$ cat config.mk
export PLATFORM = sky130hd
export DESIGN_NAME = aes_cipher_serializer_flat
export DESIGN_NICKNAME = d
export VERILOG_FILES = /design/src/rtl/aes_cipher_serializer_pkg.sv /design/src/rtl/aes_cipher_serializer_if.sv /design/src/rtl/aes_cipher_serializer_fifo2.sv /design/src/rtl/aes_cipher_serializer.sv /design/src/flat_wrapper.sv
export SDC_FILE = /design/constraint.sdc
export NUM_CORES = 1
export LEC_CHECK = 0
export BUFFER_PORTS_ARGS = -buffer_cell sky130_fd_sc_hd__buf_2
export CAP_MARGIN = 15
export CORE_ASPECT_RATIO = 1.4
export CORE_MARGIN = 1
export CORE_UTILIZATION = 50
export DETAILED_ROUTE_END_ITERATION = 8
export GPL_ROUTABILITY_DRIVEN = 0
export PLACE_DENSITY_LB_ADDON = 0.25
export SYNTH_ARGS = -nofsm -noshare
export SYNTH_HDL_FRONTEND = slang
export SYNTH_SLANG_ARGS = --single-unit
$ cat constraint.sdc
create_clock -name clk -period 11.5 [get_ports clk]
set_input_delay 2.3 -clock clk [delete_from_list [all_inputs] [get_ports clk]]
set_output_delay 2.3 -clock clk [all_outputs]
set_load 0.01 [all_outputs]
$ cat src/rtl/aes_cipher_serializer_pkg.sv
// ============================================================================
// Module   : aes_pkg
// Brief    : Shared constants, FSM encoding and helpers for the AES ciphertext serializer.
// Revision : 1.0
// ============================================================================
`default_nettype none

package aes_pkg;

    localparam int AES_BLK_W = 128;

    typedef enum logic {
        S_EMPTY = 1'b0,
        S_SHIFT = 1'b1
    } state_t;

    function automatic int beats(input int out_w);
        return AES_BLK_W / out_w;
    endfunction

endpackage

`default_nettype wire

$ cat src/rtl/aes_cipher_serializer_if.sv
// ============================================================================
// Module   : aes_cipher_serializer_if
// Brief    : Block-capture and beat-stream signals between the AES core, serializer and sink.
// Revision : 1.0
// ============================================================================
`default_nettype none

interface aes_cipher_serializer_if #(
    parameter int OUT_W = 8
);

    logic                           blk_valid;
    logic [aes_pkg::AES_BLK_W-1:0]  blk_data;
    logic                           blk_ready;
    logic                           out_valid;
    logic [OUT_W-1:0]               out_data;
    logic                           out_ready;
    logic                           out_last;
    logic                           overflow;
    logic                           clear_ovf;

    modport master (
        output blk_valid, blk_data, out_ready, clear_ovf,
        input  blk_ready, out_valid, out_data, out_last, overflow
    );

    modport slave (
        input  blk_valid, blk_data, out_ready, clear_ovf,
        output blk_ready, out_valid, out_data, out_last, overflow
    );

endinterface

`default_nettype wire

$ cat src/rtl/aes_cipher_serializer_fifo2.sv
// ============================================================================
// Module   : aes_blk_fifo2
// Brief    : Two-entry 128-bit block buffer; head is always visible on dout.
// Revision : 1.0
// ============================================================================
`default_nettype none

module aes_blk_fifo2
    import aes_pkg::*;
(
    input  logic                  clk,
    input  logic                  rst,
    input  logic                  push,
    input  logic [AES_BLK_W-1:0]  din,
    input  logic                  pop,
    output logic [AES_BLK_W-1:0]  dout,
    output logic [1:0]            count,
    output logic                  full
);

    logic [AES_BLK_W-1:0] mem [2];
    logic                 head;
    logic                 tail;
    logic [1:0]           cnt;
    logic                 do_push;
    logic                 do_pop;

    // Guarded here as well so the buffer can never over- or under-run.
    assign do_push = push && (cnt != 2'd2);
    assign do_pop  = pop  && (cnt != 2'd0);

    always_ff @(posedge clk or posedge rst) begin
        if (rst) begin
            mem[0] <= '0;
            mem[1] <= '0;
            head   <= 1'b0;
            tail   <= 1'b0;
            cnt    <= 2'd0;
        end else begin
            if (do_push) begin
                mem[tail] <= din;
                tail      <= ~tail;
            end
            if (do_pop) begin
                head <= ~head;
            end
            case ({do_push, do_pop})
                2'b10:   cnt <= cnt + 2'd1;
                2'b01:   cnt <= cnt - 2'd1;
                default: cnt <= cnt;
            endcase
        end
    end

    assign dout  = mem[head];
    assign count = cnt;
    assign full  = (cnt == 2'd2);

endmodule

`default_nettype wire

$ cat src/rtl/aes_cipher_serializer.sv
// ============================================================================
// Module   : aes_cipher_serializer
// Brief    : Buffers AES ciphertext blocks and streams them MSB-first as OUT_W-bit beats.
// Revision : 1.0
// ============================================================================
`default_nettype none

module aes_cipher_serializer
    import aes_pkg::*;
#(
    parameter int OUT_W = 8
) (
    input  logic                     clk,
    input  logic                     rst,
    aes_cipher_serializer_if.slave   bus
);

    localparam int             BEATS     = beats(OUT_W);
    localparam int             CNT_W     = (BEATS > 1) ? $clog2(BEATS) : 1;
    localparam logic [CNT_W-1:0] LAST_BEAT = CNT_W'(BEATS - 1);

    state_t               state;
    state_t               state_nxt;
    logic [CNT_W-1:0]     beat;
    logic [CNT_W-1:0]     beat_nxt;
    logic [AES_BLK_W-1:0] head_blk;
    logic [AES_BLK_W-1:0] shifted;
    logic [1:0]           count;
    logic                 full;
    logic                 push;
    logic                 drop;
    logic                 xfer;
    logic                 at_last;
    logic                 pop;
    logic                 ovf_q;

    // The core cannot be stalled, so a strobe into a full buffer is lost.
    assign push    = bus.blk_valid && !full;
    assign drop    = bus.blk_valid &&  full;
    assign xfer    = (state == S_SHIFT) && bus.out_ready;
    assign at_last = (beat == LAST_BEAT);
    assign pop     = xfer && at_last;

    aes_blk_fifo2 u_fifo (
        .clk   (clk),
        .rst   (rst),
        .push  (push),
        .din   (bus.blk_data),
        .pop   (pop),
        .dout  (head_blk),
        .count (count),
        .full  (full)
    );

    always_ff @(posedge clk or posedge rst) begin
        if (rst) begin
            state <= S_EMPTY;
            beat  <= '0;
        end else begin
            state <= state_nxt;
            beat  <= beat_nxt;
        end
    end

    always_comb begin
        state_nxt = state;
        beat_nxt  = beat;
        case (state)
            S_EMPTY: begin
                beat_nxt = '0;
                if (push) begin
                    state_nxt = S_SHIFT;
                end
            end
            S_SHIFT: begin
                if (xfer) begin
                    beat_nxt = at_last ? '0 : beat + CNT_W'(1);
                    // Stay in S_SHIFT when another block is queued or arriving now.
                    if (at_last && (count == 2'd1) && !push) begin
                        state_nxt = S_EMPTY;
                    end
                end
            end
            default: begin
                state_nxt = S_EMPTY;
                beat_nxt  = '0;
            end
        endcase
    end

    always_ff @(posedge clk or posedge rst) begin
        if (rst) begin
            ovf_q <= 1'b0;
        end else if (drop) begin
            ovf_q <= 1'b1;
        end else if (bus.clear_ovf) begin
            ovf_q <= 1'b0;
        end
    end

    assign shifted       = head_blk << (int'(beat) * OUT_W);
    assign bus.out_valid = (state == S_SHIFT);
    assign bus.out_data  = bus.out_valid ? shifted[AES_BLK_W-1 -: OUT_W] : '0;
    assign bus.out_last  = bus.out_valid && at_last;
    assign bus.blk_ready = !rst && !full;
    assign bus.overflow  = ovf_q;

endmodule

`default_nettype wire

$ cat src/flat_wrapper.sv
// flat-port wrapper written by rule: the top's interface ports become plain ports
module aes_cipher_serializer_flat import aes_pkg::*;
#(
    parameter int OUT_W = 8
)
  (clk, rst, bus_blk_valid, bus_blk_data, bus_out_ready, bus_clear_ovf, bus_blk_ready, bus_out_valid, bus_out_data, bus_out_last, bus_overflow);
  aes_cipher_serializer_if #(.OUT_W(OUT_W)) bus_i ();
  input  logic clk;
  input  logic rst;
  input wire logic [$bits(bus_i.blk_valid)-1:0] bus_blk_valid;
  input wire logic [$bits(bus_i.blk_data)-1:0] bus_blk_data;
  input wire logic [$bits(bus_i.out_ready)-1:0] bus_out_ready;
  input wire logic [$bits(bus_i.clear_ovf)-1:0] bus_clear_ovf;
  output wire logic [$bits(bus_i.blk_ready)-1:0] bus_blk_ready;
  output wire logic [$bits(bus_i.out_valid)-1:0] bus_out_valid;
  output wire logic [$bits(bus_i.out_data)-1:0] bus_out_data;
  output wire logic [$bits(bus_i.out_last)-1:0] bus_out_last;
  output wire logic [$bits(bus_i.overflow)-1:0] bus_overflow;
  assign bus_i.blk_valid = bus_blk_valid;
  assign bus_i.blk_data = bus_blk_data;
  assign bus_i.out_ready = bus_out_ready;
  assign bus_i.clear_ovf = bus_clear_ovf;
  assign bus_blk_ready = bus_i.blk_ready;
  assign bus_out_valid = bus_i.out_valid;
  assign bus_out_data = bus_i.out_data;
  assign bus_out_last = bus_i.out_last;
  assign bus_overflow = bus_i.overflow;
  aes_cipher_serializer #(.OUT_W(OUT_W)) u_core (.clk(clk), .rst(rst), .bus(bus_i));
endmodule
==> results.py, run 1 <==
metrics = {
    "synth": {
        "syn_area_sq_um": 12300,
        "synth_common_cells": "mux2_2 (281), dfrtp_1 (266), mux2i_1 (49)",
        "synthTopCellsByArea": "dfrtp_1 (54%), mux2_2 (26%), mux4_2 (5.9%), mux2i_1 (4.0%), a221oi_2 (1.3%)",
        "synth-seq-area-share_pct": 54.1,
        "synth-edff-count": 0,
        "synth_top_area_cell": "dfrtp_1",
        "syn_nets": 961,
        "async_flop_share_pct": 100,
        "ys_types": 33,
        "ys.warnings.count": 0,
        "yosysMostFrequentCell": "mux2_2",
        "syn_inst": 823,
        "ys_ff_latch": 266,
        "syn_avg_cell_area_sq_um": 14.9,
        "yosysTopAreaCellShare_pct": 54.1,
        "synthFlopType": "dfrtp_1",
    },
    "timing": {
        "maxSlewViolCount": 0,
        "worst_pin_slew_ns": 0.952,
        "rsz0062_at_grt": "false",
        "slew_headroom_pct": 36.5,
        "period_share_pct": 49.4,
        "setup_viol": 0,
        "hold_viol_final": 0,
        "postLayoutSetupSlackWorst_ns": 5.82,
        "post-route-min-period_ns": 5.68,
        "clock_skew_ns": 0.00994,
        "setup_tns_ns": 0,
        "timing.fmax_mhz": 176,
    },
    "routing": {
        "firstDrtPassIters": 4,
        "vias": 7309,
        "via_per_inst": 5.72,
        "met1_length_mm": 11.9,
        "drt_iter0_markers": 353,
        "routed_wl_mm": 27.9,
        "wl_per_cell_um": 21.8,
        "wl_met2_mm": 13.9,
        "drc": 0,
        "ant_nets": 0,
        "highest_layer": "met5",
        "wl_met3_mm": 1.31,
    },
    "worst_setup_path": {
        "cp-end-kind": "primary output",
        "worstPathRequired_ns": 9.20,
        "path_delay_family": "buffers and inverters",
        "worstSetupStartpointType": "flop",
        "crit_slowest_cell": "dfrtp_4",
        "cpPeakStageDelay_ns": 0.87,
        "path_max_fanout": 48,
        "crit_arrival_ns": 3.38,
        "path_cells": "buf_4 > mux2i_1 > a221oi_1 > o21ai_1 > a221oi_2 > buf_2",
        "cp.buffers_inverters": 2,
        "critPathKind": "flop to primary output",
    },
    "layout": {
        "drive_gt1_share_pct": 54.6,
        "area_growth_pct": 14.4,
        "num-nets-final": 1086,
        "fin_util_pct": 58.5,
    },
    "power": {
        "power_mw": 4.27,
        "power.density_nw_per_um2": 303,
        "leakagePower_nw": 6.12,
        "ir_drop_uv": 169,
    },
    "clocking": {
        "clk_pin_slew_ns": 0.06,
        "cts_resized": 0,
        "clk_latency_ns": 0.53,
        "cts-buffers-inserted": 27,
        "cts-root-buf": "clkbuf_16",
        "cts-htree-levels": 1,
        "clk_path_buf_depth": 3,
        "cts_setup_buffers": 0,
        "tritoncts": "built",
        "clock-sinks": 266,
        "cts_hold_buf": 0,
    },
    "status": {
        "outcome": "completed",
    },
    "worst_hold_path": {
        "hold_path.class": "flop to flop",
    },
    "placed_design": {
        "dp_worst_setup_slack_ns": 6.36,
        "numPortBuffers": 144,
        "post-dp-hpwl_mm": 19.1,
    },
    "global_routing": {
        "groute.usage.overall_pct": 22.6,
        "grt_pass1_wl_mm": 43.8,
        "grt_max_degree": 118,
        "grt_antenna_before_repair": 2,
        "grt_pass1_vias": 7699,
        "grt_overflow": 0,
    },
    "floorplanning": {
        "core_sq_um": 24100,
        "dieArea_sq_um": 25200,
        "boundaryPins": 145,
        "die_w_um": 135,
        "start_util_pct": 51.1,
        "fp-row-count": 67,
        "die_y_um": 188,
    },
    "flow_run": {
        "drv_cap": 0,
    },
}
-- cells by family after synthesis --
family / share of synthesized area (%)
mux: 35.6
flops: 54.1
simple gates: 2.50
buf+inv: 3.11
compound gates: 3.82
xor+xnor: 0.356
fa+ha+maj: 0.509
-- per-stage QoR --
step	cell area [sq um]	hold slack, ns	cells
floorplan	12300	0.468	823
global route	14100	0.510	1277
finish	14100	0.501	1278
CTS	14000	0.501	1276
detailed placement	13100	0.487	1228
global placement	13100	0.482	1228
-- flip-flops by register name (all words and copies together), names as in the netlist --
name,flops
u_core.beat,4
u_core.u_fifo.count,2
u_core.u_fifo.head,1
u_core.u_fifo.tail,1
u_core.u_fifo.mem,256
u_core.bus.out_valid,1
u_core.bus.overflow,1
-- where the power goes --
part	internal, mW	total [mW]	leakage [nW]	switching, mW
clock	0.535	0.891	0.449	0.357
combinational	0.932	1.67	2.55	0.740
sequential	1.42	1.71	3.12	0.288
-- path summary, 6_finish.rpt --
path | to | slack [ns] | depth (start not counted) | startpoint
setup reg to reg | u_core.u_fifo.mem[132]$_DFFE_PP0P_ | 8.09 | 7 | u_core.u_fifo.count[0]$_DFFE_PP0P_
hold / removal | u_core.u_fifo.mem[94]$_DFFE_PP0P_ | 0.50 | 1 | u_core.u_fifo.mem[94]$_DFFE_PP0P_
setup / recovery | bus_out_data[0] | 5.82 | 6 | u_core.beat[0]$_DFFE_PP0P_
max in group asynchronous | u_core.beat[0]$_DFFE_PP0P_ | 8.11 | 3 | rst
min in group asynchronous | u_core.bus.overflow$_DFFE_PP0P_ | 1.94 | 2 | rst
hold reg to reg | u_core.u_fifo.mem[94]$_DFFE_PP0P_ | 0.50 | 1 | u_core.u_fifo.mem[94]$_DFFE_PP0P_
-- per-layer routing --
metal  vias up  global-route usage, %
met5         -                      0
met4         2                   6.66
met3        40                   3.92
met2       165                   37.8
met1      3810                   30.3
li1       3292                      -
-- area by class of cell --
type	instances	area [sq um]
inverters	6	30.0
multi-input cells	493	5270
repair buffers	154	816
fillers	1943	9990
well taps	310	388
flip-flops and latches	266	6660
clock inverters	12	140
clock buffers	36	769
diodes	1	2.50
-- cell usage in the layout, fill, tap and decap left out, types with 2 or more instances in the layout --
| master | n |
|---|---|
| a221oi_2 | 11 |
| nor2b_1 | 4 |
| clkinvlp_4 | 2 |
| a41oi_1 | 8 |
| o21ai_1 | 8 |
| buf_4 | 9 |
| mux2_2 | 281 |
| clkbuf_16 | 27 |
| o21ai_0 | 4 |
| clkinv_2 | 7 |
| a22oi_1 | 16 |
| nand2_1 | 38 |
| clkbuf_8 | 6 |
| ha_1 | 5 |
| mux4_2 | 32 |
| clkbuf_1 | 3 |
| mux2i_1 | 49 |
| inv_1 | 5 |
| and3_1 | 9 |
| xnor2_1 | 3 |
| buf_2 | 144 |
| bufinv_16 | 3 |
| a21oi_1 | 2 |
| nand3_1 | 2 |
| nor2_1 | 7 |
| dfrtp_1 | 264 |
| a221oi_1 | 5 |
| xor2_1 | 2 |
Power figures use the tool's default switching activity.
==> inputs of run 2 (changes only) <==
clock period = 4.9 ns   (was 11.5 ns; I/O delays follow)
==> run 2 against run 1 <==
Net effect: design area is 0.37% higher; first-iteration DRC count is 16% higher; power is 130% higher; register-to-register slack worse by 5.9 ns; clock skew hardly changed.
==> results.py, run 2 (synthesis gave the netlist of run 1 again) <==
metrics = {
    "status": {
        "outcome": "completed",
    },
    "timing": {
        "maxSlewViolCount": 0,
        "slew_headroom_pct": 42.6,
        "hold_viol_final": 0,
        "worst_pin_slew_ns": 0.859,
        "rsz0062_at_grt": "false",
        "period_share_pct": 78.8,
        "timing.fmax_mhz": 259,
        "postLayoutSetupSlackWorst_ns": 1.04,
        "setup_viol": 0,
        "post-route-min-period_ns": 3.86,
        "clock_skew_ns": 0.00973,
        "setup_tns_ns": 0,
    },
    "worst_setup_path": {
        "critPathKind": "flop to primary output",
        "startpoint": "u_core.beat[0]$_DFFE_PP0P_",
        "cp-end-kind": "primary output",
        "r2r-start": "u_core.beat[1]$_DFFE_PP0P_",
        "path_max_fanout": 40,
        "worstSetupStartpointType": "flop",
        "worstPathRequired_ns": 3.92,
        "crit_arrival_ns": 2.88,
    },
    "global_routing": {
        "grt_pass1_wl_mm": 45.2,
        "groute.usage.overall_pct": 23.5,
        "grt_max_degree": 111,
        "grt_pass1_vias": 7985,
        "grt_overflow": 0,
        "grt_antenna_before_repair": 0,
    },
    "layout": {
        "num-nets-final": 1092,
        "area_growth_pct": 14.9,
        "multi_input_area_sq_um": 5270,
        "area.sequential_sq_um": 6660,
        "layout_common_cells": "mux2_2 (281), dfrtp_1 (264), buf_2 (144)",
        "n_antenna_cell": 0,
        "layout_commonest_cell": "mux2_2",
        "fillCellCount": 1893,
        "largest_reg_flops": 256,
        "drive_gt1_share_pct": 54.6,
        "largest_register": "u_core.u_fifo.mem",
    },
    "routing": {
        "routed_wl_mm": 28.4,
        "drc": 0,
        "wl_per_cell_um": 22.2,
        "vias": 7415,
        "ant_nets": 0,
        "drt_iter0_markers": 409,
        "via_per_inst": 5.78,
        "firstDrtPassIters": 4,
    },
    "floorplanning": {
        "dieArea_sq_um": 25200,
        "die_w_um": 135,
        "die_y_um": 188,
        "fp-row-count": 67,
        "boundaryPins": 145,
        "core_sq_um": 24100,
        "start_util_pct": 51.1,
    },
    "power": {
        "power.density_nw_per_um2": 708,
        "power_frac_seq_pct": 40.2,
        "power_mw": 10.0,
        "ir_drop_uv": 371,
        "combPwrFrac_pct": 39.8,
        "netSwitchingFraction_pct": 32.6,
        "p_int_mw": 6.74,
        "p_sw_mw": 3.26,
        "leakagePower_nw": 6.15,
        "clkPwrFrac_pct": 20.0,
    },
    "placed_design": {
        "dp_worst_setup_slack_ns": 1.68,
        "post-dp-hpwl_mm": 20.2,
        "numPortBuffers": 144,
    },
    "clocking": {
        "clk_path_buf_depth": 3,
        "clock-sinks": 266,
        "clk_pin_slew_ns": 0.06,
        "cts-buffers-inserted": 27,
        "cts-htree-levels": 1,
        "cts_resized": 0,
        "tritoncts": "built",
        "clk_latency_ns": 0.53,
        "cts-root-buf": "clkbuf_16",
        "cts_hold_buf": 0,
        "cts_setup_buffers": 0,
    },
    "flow_run": {
        "drv_cap": 0,
    },
    "worst_hold_path": {
        "hold_path.class": "primary input to asynchronous set/reset pin",
    },
}
==> run 2: cell count changes in the layout (fill, tap and decap cells not counted), moves of 2 or more <==
cell | before | now
clkbuf_1 | 3 | 5
clkbuf_8 | 6 | 8
buf_12 | 0 | 6
bufinv_16 | 3 | 1
clkinv_2 | 7 | 5
==> run 2: path summary, 6_finish.rpt <==
path / slack [ns] / to / cells after the start
max in group asynchronous: 3.46 / u_core.beat[0]$_DFFE_PP0P_ / 3
min in group clk: 0.50 / u_core.u_fifo.mem[109]$_DFFE_PP0P_ / 1
setup reg to reg: 2.17 / u_core.u_fifo.count[1]$_DFFE_PP0P_ / 7
hold / removal: 0.47 / u_core.u_fifo.mem[113]$_DFFE_PP0P_ / 2
setup / recovery: 1.04 / bus_out_data[6] / 6
hold reg to reg: 0.50 / u_core.u_fifo.mem[109]$_DFFE_PP0P_ / 1
==> run 2: worst max-delay path, stage by stage (launching register included) <==
cell and delay (ns):
dfrtp_4 0.59, buf_12 0.30, and3_1 0.48, a22oi_1 0.19
and3_1 0.27, a221oi_2 0.29, buf_2 0.19
==> run 2: final cells by class <==
cell class	instances	area share, %
clock buffers	40	5.70
flip-flops and latches	266	47.2
clock inverters	7	0.452
inverters	6	0.186
repair buffers	160	6.48
multi-input cells	493	37.3
well taps	310	2.75
==> run 2: per-layer routing <==
metal | part of all wire [%] | wire (um) | up-vias | global-route usage (%)
met3 | 4.0 | 1130 | 46 | 3.27
met1 | 43 | 12300 | 3907 | 31.8
met2 | 50 | 14300 | 164 | 39.4
met5 | 0 | 0 | - | 0
li1 | - | - | 3298 | -
met4 | 2.7 | 770 | 0 | 7.26
==> run 2: through the flow <==
step	cells	hold WS, ns	area [sq um]	utilization, %
floorplan	823	0.468	12300	-
global placement	1235	0.482	13300	55.1
detailed placement	1235	0.487	13300	55.1
CTS	1282	0.463	14100	58.7
global route	1282	0.483	14100	58.7
finish	1282	0.470	14100	58.7
==> run 2: power by group through the flow <==
stage / logic [mW] / clock network, mW / registers [mW]
6_report: 3.98 / 2.00 / 4.02
5_1_grt: 4.28 / 2.14 / 4.15
4_1_cts: 4.01 / 2.05 / 4.01
3_5_place_dp: 3.99 / 0 / 4.04
3_3_place_gp: 3.91 / 0 / 4.02
2_1_floorplan: 3.21 / 0 / 3.73
